### src/rtl/tone_arbiter_pkg.sv
// Shared constants, state encoding and small helpers for the tone arbiter.
// Frequency code 0 is reserved as silence for the tone generator.
package tone_arbiter_pkg;

  localparam int         FREQ_W    = 11;
  localparam logic [10:0] SILENCE  = 11'h000;

  localparam logic [1:0] SRC_FREE  = 2'd0;
  localparam logic [1:0] SRC_AUTO  = 2'd1;
  localparam logic [1:0] SRC_LEARN = 2'd2;

  typedef enum logic [1:0] {
    ST_IDLE = 2'd0,
    ST_PLAY = 2'd1,
    ST_GAP  = 2'd2
  } state_t;

  function automatic logic [1:0] onehot_to_idx(input logic [2:0] oh);
    if (oh[2])      return SRC_LEARN;
    else if (oh[1]) return SRC_AUTO;
    else            return SRC_FREE;
  endfunction

endpackage

### src/rtl/tone_arbiter_rr_pick3.sv
// Combinational three-way round-robin pick: search starts just after
// last_owner and wraps; the first asserted request wins (one-hot result).
module rr_pick3
  import tone_arbiter_pkg::*;
(
  input  logic [2:0] req,
  input  logic [1:0] last_owner,
  output logic [2:0] winner
);

  always_comb begin
    winner = '0;
    for (int k = 0; k < 3; k++) begin
      int idx;
      idx = (int'(last_owner) + 1 + k) % 3;
      if (winner == 3'b000 && req[idx]) winner[idx] = 1'b1;
    end
  end

endmodule

### src/rtl/tone_arbiter.sv
// Arbitrates three tone sources onto one tone generator, inserting a silent
// gap between owners and optionally preempting a long-holding owner.
module tone_arbiter
  import tone_arbiter_pkg::*;
#(
  parameter int GAP_CYCLES = 2_000_000,
  parameter int MAX_HOLD   = 100_000_000
) (
  input  logic        clk,
  input  logic        reset,
  input  logic [2:0]  req,
  input  logic [10:0] freq0,
  input  logic [10:0] freq1,
  input  logic [10:0] freq2,
  output logic [2:0]  grant,
  output logic [10:0] frequency,
  output logic        busy,
  output logic        gap
);

  localparam int GW = (GAP_CYCLES > 1) ? $clog2(GAP_CYCLES) : 1;
  localparam int HW = (MAX_HOLD > 1) ? $clog2(MAX_HOLD) : 1;
  localparam logic [GW-1:0] GAP_LAST  = GW'((GAP_CYCLES > 1) ? GAP_CYCLES - 1 : 0);
  localparam logic [HW-1:0] HOLD_LAST = HW'((MAX_HOLD > 1) ? MAX_HOLD - 1 : 0);

  state_t      state_reg, state_next;
  logic [2:0]  grant_reg, grant_next;
  logic [10:0] freq_reg, freq_next;
  logic [GW-1:0] gap_cnt_reg, gap_cnt_next;
  logic [HW-1:0] hold_cnt_reg, hold_cnt_next;
  logic [1:0]  last_owner_reg, last_owner_next;

  logic [2:0]  winner;
  logic [1:0]  win_idx;
  logic        others_waiting;
  logic        do_grant;
  logic [10:0] freq_sel [4];

  assign freq_sel[0] = freq0;
  assign freq_sel[1] = freq1;
  assign freq_sel[2] = freq2;
  assign freq_sel[3] = SILENCE;

  rr_pick3 u_pick (
    .req        (req),
    .last_owner (last_owner_reg),
    .winner     (winner)
  );

  assign win_idx        = onehot_to_idx(winner);
  assign others_waiting = |(req & ~grant_reg);

  always_ff @(posedge clk or negedge reset) begin
    if (!reset) begin
      state_reg      <= ST_IDLE;
      grant_reg      <= '0;
      freq_reg       <= SILENCE;
      gap_cnt_reg    <= '0;
      hold_cnt_reg   <= '0;
      last_owner_reg <= SRC_LEARN;
    end else begin
      state_reg      <= state_next;
      grant_reg      <= grant_next;
      freq_reg       <= freq_next;
      gap_cnt_reg    <= gap_cnt_next;
      hold_cnt_reg   <= hold_cnt_next;
      last_owner_reg <= last_owner_next;
    end
  end

  always_comb begin
    state_next      = state_reg;
    grant_next      = grant_reg;
    freq_next       = freq_reg;
    gap_cnt_next    = gap_cnt_reg;
    hold_cnt_next   = hold_cnt_reg;
    last_owner_next = last_owner_reg;
    do_grant        = 1'b0;

    case (state_reg)
      ST_IDLE: begin
        if (|req) do_grant = 1'b1;
      end
      ST_PLAY: begin
        // last_owner_reg is the current owner while playing
        if (!req[last_owner_reg] ||
            (MAX_HOLD != 0 && others_waiting && hold_cnt_reg == HOLD_LAST)) begin
          state_next   = ST_GAP;
          grant_next   = '0;
          freq_next    = SILENCE;
          gap_cnt_next = GAP_LAST;
        end else begin
          freq_next = freq_sel[last_owner_reg];
          if (others_waiting && hold_cnt_reg != HOLD_LAST)
            hold_cnt_next = hold_cnt_reg + 1'b1;
        end
      end
      ST_GAP: begin
        if (gap_cnt_reg == '0) begin
          if (|req) do_grant = 1'b1;
          else      state_next = ST_IDLE;
        end else begin
          gap_cnt_next = gap_cnt_reg - 1'b1;
        end
      end
      default: begin
        state_next = ST_IDLE;
        grant_next = '0;
        freq_next  = SILENCE;
      end
    endcase

    if (do_grant) begin
      state_next      = ST_PLAY;
      grant_next      = winner;
      last_owner_next = win_idx;
      freq_next       = freq_sel[win_idx];
      hold_cnt_next   = '0;
    end
  end

  assign grant     = grant_reg;
  assign frequency = freq_reg;
  assign busy      = (state_reg != ST_IDLE);
  assign gap       = (state_reg == ST_GAP);

endmodule

### config.mk
export PLATFORM = sky130hd
export DESIGN_NAME = tone_arbiter
export DESIGN_NICKNAME = d
export VERILOG_FILES = /design/src/rtl/tone_arbiter_pkg.sv /design/src/rtl/tone_arbiter_rr_pick3.sv /design/src/rtl/tone_arbiter.sv
export SDC_FILE = /design/constraint.sdc
export NUM_CORES = 1
export LEC_CHECK = 0
export ABC_AREA = 1
export CAP_MARGIN = 5
export CORE_ASPECT_RATIO = 0.8
export CORE_MARGIN = 2
export CORE_UTILIZATION = 55
export CTS_CLUSTER_DIAMETER = 120
export DETAILED_ROUTE_END_ITERATION = 7
export HOLD_SLACK_MARGIN = 0.08
export PLACE_DENSITY = 0.84
export SYNTH_ARGS = -nofsm -noshare
export SYNTH_HDL_FRONTEND = slang
export SYNTH_SLANG_ARGS = --single-unit
### constraint.sdc
create_clock -name clk -period 2.98 [get_ports clk]
set_input_delay 0.298 -clock clk [delete_from_list [all_inputs] [get_ports clk]]
set_output_delay 0.298 -clock clk [all_outputs]
set_load 0.02 [all_outputs]
; Yosys cells after proc, flatten, opt, wreduce, memory -nomap -nowiden
; Cells that the tools add are included.
[totals]
reg_bits = 66
inputBits = 38
output_inout_bits = 16
wordCells = 114
[op_classes]
addsub = 5
div_mod_pow = 3
n_lt_le_gt_ge = 9
eq_ne = 12
mux = 49
bitwise_logic = 6
n_reduce_logical = 24
[ops]
columns = operator, count
row1 = 27-bit 2-to-1 mux, 4
row2 = "32-bit by 1-bit greater-or-equal comparator with 1-bit output, second input constant", 3
row3 = "32-bit by 4-bit < comparator with 1-bit output, second input constant", 3
row4 = "32-bit by 3-bit remainder unit with 32-bit output, second input constant", 3
row5 = 11-bit 2-to-1 mux, 6
row6 = 11-bit binary-select mux with 2-bit select, 2
row7 = 21-bit 2-to-1 mux, 2
row8 = 21-bit one-hot mux with 2 select lines, 1
row9 = "32-bit by 2-bit adder with 32-bit output, second input constant", 1
row10 = "32-bit by 3-bit adder with 32-bit output, second input constant", 1
row11 = "27-bit by 1-bit adder with 27-bit output, second input constant", 1
row12 = "27-bit == test, second input constant", 1
row13 = "27-bit != test, second input constant", 1
row14 = 11-bit one-hot mux with 2 select lines, 1
row15 = 21-bit logical NOT, 1
row16 = "21-bit by 1-bit subtractor with 21-bit output, second input constant", 1
row17 = 3-bit 2-to-1 mux, 5
row18 = 1-bit 2-to-1 mux, 13
row19 = 2-bit 2-to-1 mux, 5
row20 = 1-bit binary-select mux with 2-bit select, 4
row21 = "2-bit != test, second input constant", 4
row22 = 2-bit nonzero test, 4
row23 = 1-bit logical AND, 7
row24 = 1-bit demux with 2-bit select, 3
row25 = other kinds (24), 31

; Depth between registers and ports, before layout
; Gate-level depths: netlist (run 1).
[logic_depth]
word_depth = 20
depth_mapped = 19

; Cells and area by module
; From an unflattened synthesis (run 1), not the netlist that was laid out.
[unflattened]
hier_cells = 817
area_unflattened_um2 = 5240.0
[by_module_without_submodules]
columns = mod, n_inst, cells_each, area_each_um2, seq_area_each_um2
row1 = tone_arbiter, 1, 766, 4973.5, 1652.8
row2 = rr_pick3, 1, 51, 266.5, 0.0

; Least setup slack after synthesis (run 1)
; Ideal clock, no wire load.
[synth_timing]
path_kind = reg2reg
startpoint = register last_owner_reg[0]
endpoint = register freq_reg[9], in the netlist frequency[9]
arrival_time_ns = 2.434
required_time_ns = 2.860
setup_slack_ns = 0.426
stages_incl_launch_ff = 15
path_buffers = 2
period_less_slack_ns = 2.554
path_cell_list = dfrtp_1 > inv_1 > clkbuf_1 > ha_1 > buf_4 > o21ai_0 > nand3_1 > nand3_1 > nand2_2 > nor2_4 > nand3_1 > nand3_1 > nand3_1 > nand2_1 > a21oi_2
[synth_between]
elab_chain_cells = 20
[synth_rtl]
columns = element, line_no
row1 = "start, declared", tone_arbiter.sv:31  ; logic [1:0] last_owner_reg, last_owner_next;
row2 = "start signal, assigned", tone_arbiter.sv:67  ; last_owner_reg <= last_owner_next;
row3 = "parallel branches: the longest is 19 deep, another holds 32-bit by 2-bit adder with 32-bit output", -
row4 = 11-bit 2-to-1 mux (*), tone_arbiter.sv:113  ; if (do_grant) begin
row5 = "end signal, assigned", tone_arbiter.sv:64  ; freq_reg <= freq_next;
row6 = "end, declared", tone_arbiter.sv:28  ; logic [10:0] freq_reg, freq_next;
; Mark *: on every way between the ends. The select of a mux whose other input is x is not followed.
; A chain may end at the register's enable or synchronous reset.

; Final worst setup path (run 1)
[layout_timing]
startpoint = register last_owner_reg[1]
endpoint = register freq_reg[4], in the netlist frequency[4]
; The elaborated chain is that of the path after synthesis.

==> results.cfg, run 1 <==
[critical_path]
reg2reg_depth = 13
critPathLaunchType = flop
reg2reg_to = frequency[4]$_DFFE_PN0P_
reg2reg_from = last_owner_reg[1]$_DFFE_PN1N_
cp_cell_sequence = ha_1 > inv_2 > nand3_1 > nand2_1 > inv_1 > nand3_1 > nand3_2 > nor2_4 > nand3_1 > nand3_1 > nand3_1 > nand2_1 > a21oi_1
critPathCaptureType = flop
slowest_delay_ns = 0.57
crit_fanout = 8
worstPathArrival_ns = 2.80
path_class = flop to flop
critPathTopFamily = simple AND/OR/NAND/NOR gates
crit_top_cell = nand3_1
worstPathRequired_ns = 3.24
path_buf_inv = 2
cpMaxStageDelayCell = dfstp_2
reg2reg_slack_ns = 0.44

[job]
cap_violations = 0

[floorplanning]
num_io_pins = 54
die_w_um = 109
dieHeight_um = 88.2
core_area_um2 = 8560
initial_core_util_pct = 56.9
dieArea_um2 = 9630
rows = 30

[drt]
dr.pass1.iters = 6
drtIter0Drc = 486
avgViaCountPerCell = 5.85
ant_nets = 0
post_drt_wl_per_cell_um = 15.4
via_count = 5074
wl_um = 13400
drc = 0

[logic_synthesis]
syn_area_per_cell_um2 = 7.04
postSynthCellCount = 692
ys_seq_elements = 66
syn-cell-area_um2 = 4870
yosysSeqAreaShare_pct = 33.9
async_flop_share_pct = 100
ys_warn_count = 0
synth_ff_type = dfrtp_1
syn-num-nets = 740
synth_edf_count = 0
synth_cell_types = 43

[timing]
max_freq_mhz = 393
slew_viol_final = 0
setup_violations = 0
fin_crit_sh_pct = 85.3
setup_tns_ns = 0
fin_crit_ns = 2.54
rsz0062_at_grt = false
clock_skew_ns = 0.0107
worst_slack_ns = 0.439
worst_pin_slew_ns = 0.939
finalHoldViolations = 0
slew_headroom_pct = 37.4

[final_layout]
drive_above_1_share_pct = 10.2
nets = 798
diodes = 0
largest_reg_flops = 27
multi_input_area_um2 = 2810
layout_commonest_cell = nand2_1
final_util_pct = 66.4
final-seq-area_um2 = 1650
area_growth_pct = 16.6
layout_common_cells = nand2_1 (147), nor2_1 (99), nand3_1 (72)
fill_cells = 740

[power_and_ir_drop]
powerDensity_nw_per_um2 = 923
power.leakage_uw = 0.00247
ir_drop_uv = 665

[placed_design]
preCtsSetupSlack_ns = 0.460
hpwlAfterDp_um = 9950
globalplace.congestion = 0.958
port_buffers = 53

[global_routing]
overflow = 0
grt_antenna_before_repair = 0
grt_pass1_wl_um = 22600
grt_pass1_vias = 4832
grt_util_all_layers_pct = 30.1
grt_max_degree = 42

[clock_tree]
htreeDepth = 3
hold_buffers = 0
cts-buffers-inserted = 9
clk_latency_ns = 0.36
cts_setup_buffers = 0
cts_root_buf = clkbuf_8
clock_path_buffers = 2
clk_pin_slew_worst_paths_ns = 0.08
cts_tree = yes
post_cts_resized = 0
numClockSinks = 66

[status]
status = completed

[worst_hold_path]
hold_path.class = primary input to async pin
logic make-up after synthesis:
family,Yosys count,synth area share (%)
AO/OA/AOI/OAI,110,14.6
XOR/XNOR,24,4.31
adder cells (fa/ha/maj),10,2.57
buffers and inverters,93,8.40
flip-flops,66,33.9
AND/OR/NAND/NOR,389,36.2
routing by layer:
| metal | wire (µm) | global-route usage [%] |
|---|---|---|
| met2 | 6360 | 49.7 |
| met1 | 5710 | 39.4 |
| met4 | 221 | 9.78 |
| met5 | 0 | 0 |
| met3 | 1080 | 7.22 |
how the worst max path moves through the flow:
stage,start,to,slack (ns),cells past startpoint
after floorplan,last_owner_reg[0]$_DFFE_PN0N_,frequency[9]$_DFFE_PN0P_,0.43,14
after global placement,req[1],frequency[9]$_DFFE_PN0P_,0.60,12
after detailed placement,req[1],gap_cnt_reg[17]$_DFFE_PN0P_,0.46,10
after CTS,last_owner_reg[1]$_DFFE_PN1N_,frequency[4]$_DFFE_PN0P_,0.48,13
after global routing,last_owner_reg[1]$_DFFE_PN1N_,frequency[5]$_DFFE_PN0P_,0.25,13
final,last_owner_reg[1]$_DFFE_PN1N_,frequency[4]$_DFFE_PN0P_,0.44,13
power by group:
part	switching [µW]	internal, µW	total (µW)
combinational	2160	1090	3250
sequential	159	1140	1300
clock	350	344	694
cell usage after synthesis, drive strengths merged, types with 2 or more instances:
master | instances | area [µm²]
nor4 | 11 | 68.8
nor2 | 105 | 429
a31oi | 2 | 12.5
a21oi | 18 | 109
clkbuf | 6 | 22.5
dfrtp | 65 | 1630
buf | 14 | 113
xor2 | 23 | 201
a22o | 2 | 17.5
ha | 10 | 125
inv | 72 | 270
nor3 | 22 | 115
o211ai | 3 | 22.5
o21ai | 64 | 373
a2bb2oi | 8 | 70.1
nand3 | 75 | 405
o31ai | 10 | 85.1
nand2 | 155 | 612
nand4 | 19 | 119
final cells by class:
cell class	count	area share, %
Tap cell	112	2.47
Timing Repair Buffer	67	11.1
Sequential cell	66	29.1
Clock inverter	3	0.264
Multi-Input combinational cell	533	49.5
Clock buffer	13	2.80
Inverter	73	4.82
per-stage QoR:
| stage | cell area, µm² | cells | power (µW) | hold slack (ns) |
|---|---|---|---|---|
| 2_1_floorplan | 4870 | 692 | 3720 | 0.00241 |
| 3_3_place_gp | 5510 | 851 | 4330 | 0.483 |
| 3_5_place_dp | 5510 | 851 | 4480 | 0.486 |
| 4_1_cts | 5680 | 867 | 5190 | 0.103 |
| 5_1_grt | 5680 | 867 | 5660 | 0.151 |
| 6_report | 5680 | 867 | 5240 | 0.0694 |
Power figures use the tool's default switching activity.
==> run 2: changes to the inputs <==
--- a/config.mk
+++ b/config.mk
@@ -14,6 +14,7 @@
 export DETAILED_ROUTE_END_ITERATION = 7
 export HOLD_SLACK_MARGIN = 0.08
 export PLACE_DENSITY = 0.84
+export SKIP_CTS_REPAIR_TIMING = 1
 export SYNTH_ARGS = -nofsm -noshare
 export SYNTH_HDL_FRONTEND = slang
 export SYNTH_SLANG_ARGS = --single-unit
==> results of run 2 <==
Final layout, timing and power as in run 1 (identical DEF).
